[src/rtl/multicycle_ctrl.sv]
// Multi-cycle control FSM for the RV32I-subset CPU: sequences fetch, decode,
// execute, memory and write-back, with sticky traps for illegal ops and bus timeouts.
module multicycle_ctrl #(
   parameter int unsigned MEM_TIMEOUT = 255,
   parameter int unsigned TO_W        = 8
) (
   input  logic        clk,
   input  logic        rst,
   input  logic [31:0] instr,
   input  logic        mem_ready,
   input  logic        alu_zero,
   output logic        pc_we,
   output logic        pc_src,
   output logic        ir_we,
   output logic        mem_req,
   output logic        mem_we,
   output logic        mem_addr_sel,
   output logic [1:0]  imm_sel,
   output logic [1:0]  alu_src_b,
   output logic [1:0]  alu_op,
   output logic        reg_we,
   output logic        wb_sel,
   output logic        illegal,
   output logic        bus_err,
   output logic [2:0]  state_dbg
);

   typedef enum logic [2:0] {
      S_FETCH  = 3'd0,
      S_DECODE = 3'd1,
      S_EXEC   = 3'd2,
      S_MEM    = 3'd3,
      S_WB     = 3'd4,
      S_TRAP   = 3'd7
   } state_t;

   typedef enum logic [2:0] {
      C_NONE   = 3'd0,
      C_R      = 3'd1,
      C_IALU   = 3'd2,
      C_LOAD   = 3'd3,
      C_STORE  = 3'd4,
      C_BRANCH = 3'd5
   } cls_t;

   state_t          r_state, w_next;
   cls_t            r_cls, w_dec_cls;
   logic [TO_W-1:0] r_to_cnt;
   logic            r_ill, r_berr;
   logic            w_set_ill, w_set_berr, w_to_hit, w_taken;
   logic [1:0]      w_imm;
   logic [2:0]      w_funct3;
   logic            w_unused_instr;

   logic            w_pc_we, w_pc_src, w_ir_we, w_mem_req, w_mem_we, w_mem_addr_sel;
   logic [1:0]      w_imm_sel, w_alu_src_b, w_alu_op;
   logic            w_reg_we, w_wb_sel;

   assign w_funct3       = instr[14:12];
   assign w_unused_instr = &{instr[31:15], instr[11:7]};
   assign w_to_hit       = (r_to_cnt == TO_W'(MEM_TIMEOUT - 1));
   assign w_taken        = ((w_funct3 == 3'b000) && alu_zero) ||
                           ((w_funct3 == 3'b001) && !alu_zero);

   always_comb begin
      w_dec_cls = C_NONE;
      case (instr[6:0])
         7'b0110011: w_dec_cls = C_R;
         7'b0010011: w_dec_cls = C_IALU;
         7'b0000011: if (w_funct3 == 3'b010) w_dec_cls = C_LOAD;
         7'b0100011: if (w_funct3 == 3'b010) w_dec_cls = C_STORE;
         7'b1100011: if (w_funct3 == 3'b000 || w_funct3 == 3'b001) w_dec_cls = C_BRANCH;
         default:    w_dec_cls = C_NONE;
      endcase
   end

   always_comb begin
      case (r_cls)
         C_STORE:  w_imm = 2'b01;
         C_BRANCH: w_imm = 2'b10;
         default:  w_imm = 2'b00;
      endcase
   end

   always_comb begin
      w_next         = r_state;
      w_set_ill      = 1'b0;
      w_set_berr     = 1'b0;
      w_pc_we        = 1'b0;
      w_pc_src       = 1'b0;
      w_ir_we        = 1'b0;
      w_mem_req      = 1'b0;
      w_mem_we       = 1'b0;
      w_mem_addr_sel = 1'b0;
      w_imm_sel      = 2'b00;
      w_alu_src_b    = 2'b00;
      w_alu_op       = 2'b00;
      w_reg_we       = 1'b0;
      w_wb_sel       = 1'b0;
      case (r_state)
         S_FETCH: begin
            w_mem_req = 1'b1;
            if (mem_ready) begin
               w_ir_we = 1'b1;
               w_pc_we = 1'b1;
               w_next  = S_DECODE;
            end else if (w_to_hit) begin
               w_next     = S_TRAP;
               w_set_berr = 1'b1;
            end
         end
         S_DECODE: begin
            if (w_dec_cls == C_NONE) begin
               w_next    = S_TRAP;
               w_set_ill = 1'b1;
            end else begin
               w_next = S_EXEC;
            end
         end
         S_EXEC: begin
            w_imm_sel = w_imm;
            case (r_cls)
               C_R: begin
                  w_alu_op = 2'b10;
                  w_next   = S_WB;
               end
               C_IALU: begin
                  w_alu_src_b = 2'b01;
                  w_alu_op    = 2'b10;
                  w_next      = S_WB;
               end
               C_LOAD, C_STORE: begin
                  w_alu_src_b = 2'b01;
                  w_next      = S_MEM;
               end
               C_BRANCH: begin
                  // Branch decision is combinational on alu_zero in this cycle
                  w_alu_op = 2'b01;
                  w_pc_we  = w_taken;
                  w_pc_src = w_taken;
                  w_next   = S_FETCH;
               end
               default: w_next = S_FETCH;
            endcase
         end
         S_MEM: begin
            w_imm_sel      = w_imm;
            w_mem_req      = 1'b1;
            w_mem_addr_sel = 1'b1;
            w_mem_we       = (r_cls == C_STORE);
            w_alu_src_b    = 2'b01;
            if (mem_ready) begin
               w_next = (r_cls == C_STORE) ? S_FETCH : S_WB;
            end else if (w_to_hit) begin
               w_next     = S_TRAP;
               w_set_berr = 1'b1;
            end
         end
         S_WB: begin
            w_imm_sel = w_imm;
            w_reg_we  = 1'b1;
            w_wb_sel  = (r_cls == C_LOAD);
            w_next    = S_FETCH;
         end
         S_TRAP:  w_next = S_TRAP;
         default: w_next = S_FETCH;
      endcase
   end

   always_ff @(posedge clk) begin
      if (rst) begin
         r_state  <= S_FETCH;
         r_cls    <= C_NONE;
         r_to_cnt <= '0;
         r_ill    <= 1'b0;
         r_berr   <= 1'b0;
      end else begin
         r_state <= w_next;
         if (r_state == S_DECODE) r_cls <= w_dec_cls;
         // Any state change clears the count, covering entry to FETCH and MEM
         if (w_next != r_state)
            r_to_cnt <= '0;
         else if (w_mem_req && !mem_ready)
            r_to_cnt <= r_to_cnt + TO_W'(1);
         if (w_set_ill)  r_ill  <= 1'b1;
         if (w_set_berr) r_berr <= 1'b1;
      end
   end

   // Reset masks every output in the same cycle it is asserted
   assign pc_we        = !rst && w_pc_we;
   assign pc_src       = !rst && w_pc_src;
   assign ir_we        = !rst && w_ir_we;
   assign mem_req      = !rst && w_mem_req;
   assign mem_we       = !rst && w_mem_we;
   assign mem_addr_sel = !rst && w_mem_addr_sel;
   assign imm_sel      = rst ? 2'b00 : w_imm_sel;
   assign alu_src_b    = rst ? 2'b00 : w_alu_src_b;
   assign alu_op       = rst ? 2'b00 : w_alu_op;
   assign reg_we       = !rst && w_reg_we;
   assign wb_sel       = !rst && w_wb_sel;
   assign illegal      = !rst && r_ill;
   assign bus_err      = !rst && r_berr;
   assign state_dbg    = rst ? 3'd0 : r_state;

endmodule

[config.mk]
export PLATFORM = sky130hd
export DESIGN_NAME = multicycle_ctrl
export DESIGN_NICKNAME = d
export VERILOG_FILES = /design/src/rtl/multicycle_ctrl.sv
export SDC_FILE = /design/constraint.sdc
export NUM_CORES = 1
export LEC_CHECK = 0
export ABC_AREA = 1
export ABC_CLOCK_PERIOD_IN_PS = 3100
export CAP_MARGIN = 20
export CORE_MARGIN = 1
export CORE_UTILIZATION = 45
export DETAILED_ROUTE_END_ITERATION = 8
export PLACE_DENSITY = 0.85
export SLEW_MARGIN = 10
export SYNTH_ARGS = -nofsm -noshare
export SYNTH_HDL_FRONTEND = slang
export SYNTH_SLANG_ARGS = --single-unit
[constraint.sdc]
create_clock -name clk -period 3.1 [get_ports clk]
set_input_delay 0.775 -clock clk [delete_from_list [all_inputs] [get_ports clk]]
set_output_delay 0.775 -clock clk [all_outputs]
set_load 0.1 [all_outputs]
==> results.md, run 1 <==
* Status: completed
* CTS Buffer Depth at 2
* Die ar. at 3020 sq um
* Tmin final at 2950 ps
* Multiplexer share of the synthesized area at 0%
* Post-synthesis cell area at 1260 sq um
* Routed Antenna Nets at 0
* Synth top area share at 25.4%
* Routability Congestion at 0.903
* Mapped Cells at 191
* Adder-Cell Fraction of Synth Area at 1.98%
* CTS buffer count at 3
* Endpoints failing setup at 0
* Aggregate global-route resource usage at 20.8%
* First-pass GRT wire length at 4.62 mm
* CP required at 2320 ps
* Synth Area per Inst at 6.60 sq um
* P per Cell Area at 632 nW/um^2
* Fin crit share at 95.0%
* Layout cells sized above 1 at 26.8%
* Total routed wirelength at 2.76 mm
* Top FF cell, synth: dfxtp_1
* Seq pwr share at 24.5%
* Slowest cell delay on critical path at 450 ps
* Starting Density at 49.1%
* Fin area at 1820 sq um
* CP cell instances: clkdlybuf4s50_1, nor2_1, nand2_1, nor2_1, nand3_1, a21oi_1, buf_12
* WHS at 465 ps
* Top post-synthesis cells by area: dfxtp_1 (25%), nand2_1 (10%), nor2_1 (9.2%)
* Worst setup path class: in2out
* EDFF count, synth at 0
* Top Ports at 55
* Combinational power share at 66.0%
* Remaining global-route overflow at 0
* Fmax at 0.339 GHz
* Diode count at 0
* Routed vias at 1233
* Root buffer cell: clkbuf_4
* # resized after CTS at 0
* Largest net degree at the start of global routing at 15
* Net Sw Frac at 55.0%
* Max-Cap Viols at 0
* Post-Syn Nets at 229
* Die height at 54.9 um
* Setup bufs post-CTS at 0
* Share of flip-flops with an asynchronous set or reset at 0%
* Static leakage at 0.731 nW
* Hold Crit Class: reg2reg
* Clock Pin Slew Worst Setup and Hold Paths at 90 ps
* Clk pwr share at 9.4%
* Internal power at 0.517 mW
* Critical Path AT at 2170 ps
* Yosys warns at 0
* CP max-delay cell: clkdlybuf4s50_1
* Row count at 18
* Worst path most repeated cell: nor2_1
* Cell variety after synth at 25
* Post-synth top cells: nand2_1 (34), nor2_1 (31), inv_1 (22)
* Initial antenna violation count at 0
* First-pass DRT Iterations at 4
* Drc violations at 0
* Simple-Gate Fraction of Synth Area at 49.9%
* Hold_buf cts at 0
* Vias per cell at 4.85
* Synth Area in Compound Gates at 7.64%
* #FFs+latches synth at 16
* Seq/Total Area, Yosys at 25.4%
* Vias in the first global route at 1101
* Setup Skew at 4.38 ps
* Pwr Total at 1.15 mW
* Min setup slack post-route at 154 ps
* Switching power at 0.633 mW
* Xor and xnor fraction of the mapped netlist area at 5.56%
* Worst Path Max Fanout at 3
* RSZ-0062 raised after global routing: false
* Drt initial violations at 17
* Cell Area, Placed at 1800 sq um
* Dpl hpwl at 2.26 mm
* Largest family of logic cells by synthesized area: simple AND/OR/NAND/NOR gates
* WL per Instance at 10.9 um
* Endpoint type of the worst setup path: output pin
* Die Width at 54.9 um
* Fin nets at 264
* IO Port Bufs at 31
* Core area at 2570 sq um
* Clock sink total at 16
* TritonCTS clock tree: done
* Worst setup SP type: primary input
* Leading area contributor after synthesis: dfxtp_1
* H-Tree Level Count at 1
* Pre-CTS WS at 163 ps
* Final hold viol count at 0
* Leading cell type by number of instances after synthesis: nand2_1
* Final Max Tran Viols at 0
* Worst VDD drop at 0.565 mV
* Synthesis-to-finish area growth at 44.2%
* Worst-Skew Late Latency at 280 ps
## layout by cell type (no fill, tap or decap)
cell	synthesis	routed
nand2_1	34	34
nor2_1	31	30
inv_1	22	22
buf_12	0	18
nand3_1	16	16
dfxtp_1	16	16
clkdlybuf4s50_1	0	13
a21oi_1	10	10
nor3_2	9	9
nand2_2	7	7
xor2_1	7	7
nor2_2	5	6
inv_2	5	5
o21ai_0	5	5
nor3_1	4	4
nor2_4	4	4
nand2_4	3	3
clkbuf_4	0	3
nand3_4	2	2
ha_1	2	2
buf_4	1	2
o211ai_1	1	1
a211oi_2	0	1
nand4_1	1	1
o22ai_1	1	1
xnor2_1	1	1
conb_1	1	1
## state kept, by name, summed over array words and instances, names as in the netlist
signal and cells:
r_state 3, r_berr 1, r_ill 1, r_to_cnt 8, r_cls 3
## cell families after synthesis
family	Yosys count
AO/OA/AOI/OAI	18
XOR/XNOR	8
adder cells (fa/ha/maj)	2
buffers and inverters	30
flip-flops	16
other	1
AND/OR/NAND/NOR	116
## area by class of cell
cell class	count	area (sq um)
clock buffers	3	22.5
fillers	206	748
inverters	27	101
multi-input cells	145	832
flip-flops and latches	16	320
well taps	30	37.5
repair buffers	33	505
## power groups by stage
stage / clock, mW / combinational [mW] / sequential [mW]
2_1_floorplan: 0 / 0.565 / 0.276
4_1_cts: 0.111 / 0.762 / 0.280
5_1_grt: 0.119 / 0.815 / 0.289
3_3_place_gp: 0 / 0.747 / 0.284
6_report: 0.109 / 0.760 / 0.282
3_5_place_dp: 0 / 0.760 / 0.285
## through the flow
step / TNS, ps / util (%) / std cells
6_report: 0 / 70.9 / 254
5_1_grt: 0 / 70.9 / 254
4_1_cts: 0 / 70.9 / 254
3_5_place_dp: 0 / 70.0 / 251
3_3_place_gp: 0 / 70.0 / 251
2_1_floorplan: -2590 / - / 191
## per-layer routing
metal  GRT usage, %  vias up  wire length, um
li1               -      668                -
met1           25.6      536             1270
met2           38.0       25             1380
met3           1.64        4               87
met4           6.67        0               31
met5              0        -                0
## critical path, delay by kind of cell
| family | cells | cell delay [ps] |
|---|---|---|
| AOI/OAI and AO/OA | 1 | 250 |
| buffers and inverters | 2 | 660 |
| and+or+nand+nor | 4 | 480 |
## path summary, 6_finish.rpt
kind               start     endpoint  slack [ps]  cells past startpoint
max reg2reg  r_to_cnt[0]  r_to_cnt[5]        1340                     13
min                r_ill        r_ill         470                      2
max            instr[13]        pc_we         150                      7
min reg2reg        r_ill        r_ill         470                      2
Power figures use the tool's default switching activity.
==> run 2: changes to the inputs <==
--- a/config.mk
+++ b/config.mk
@@ -12,7 +12,6 @@
 export CORE_UTILIZATION = 45
 export DETAILED_ROUTE_END_ITERATION = 8
 export PLACE_DENSITY = 0.85
-export SLEW_MARGIN = 10
 export SYNTH_ARGS = -nofsm -noshare
 export SYNTH_HDL_FRONTEND = slang
 export SYNTH_SLANG_ARGS = --single-unit
==> results of run 2 <==
No change in the layout: final DEF, timing and power equal those of run 1.
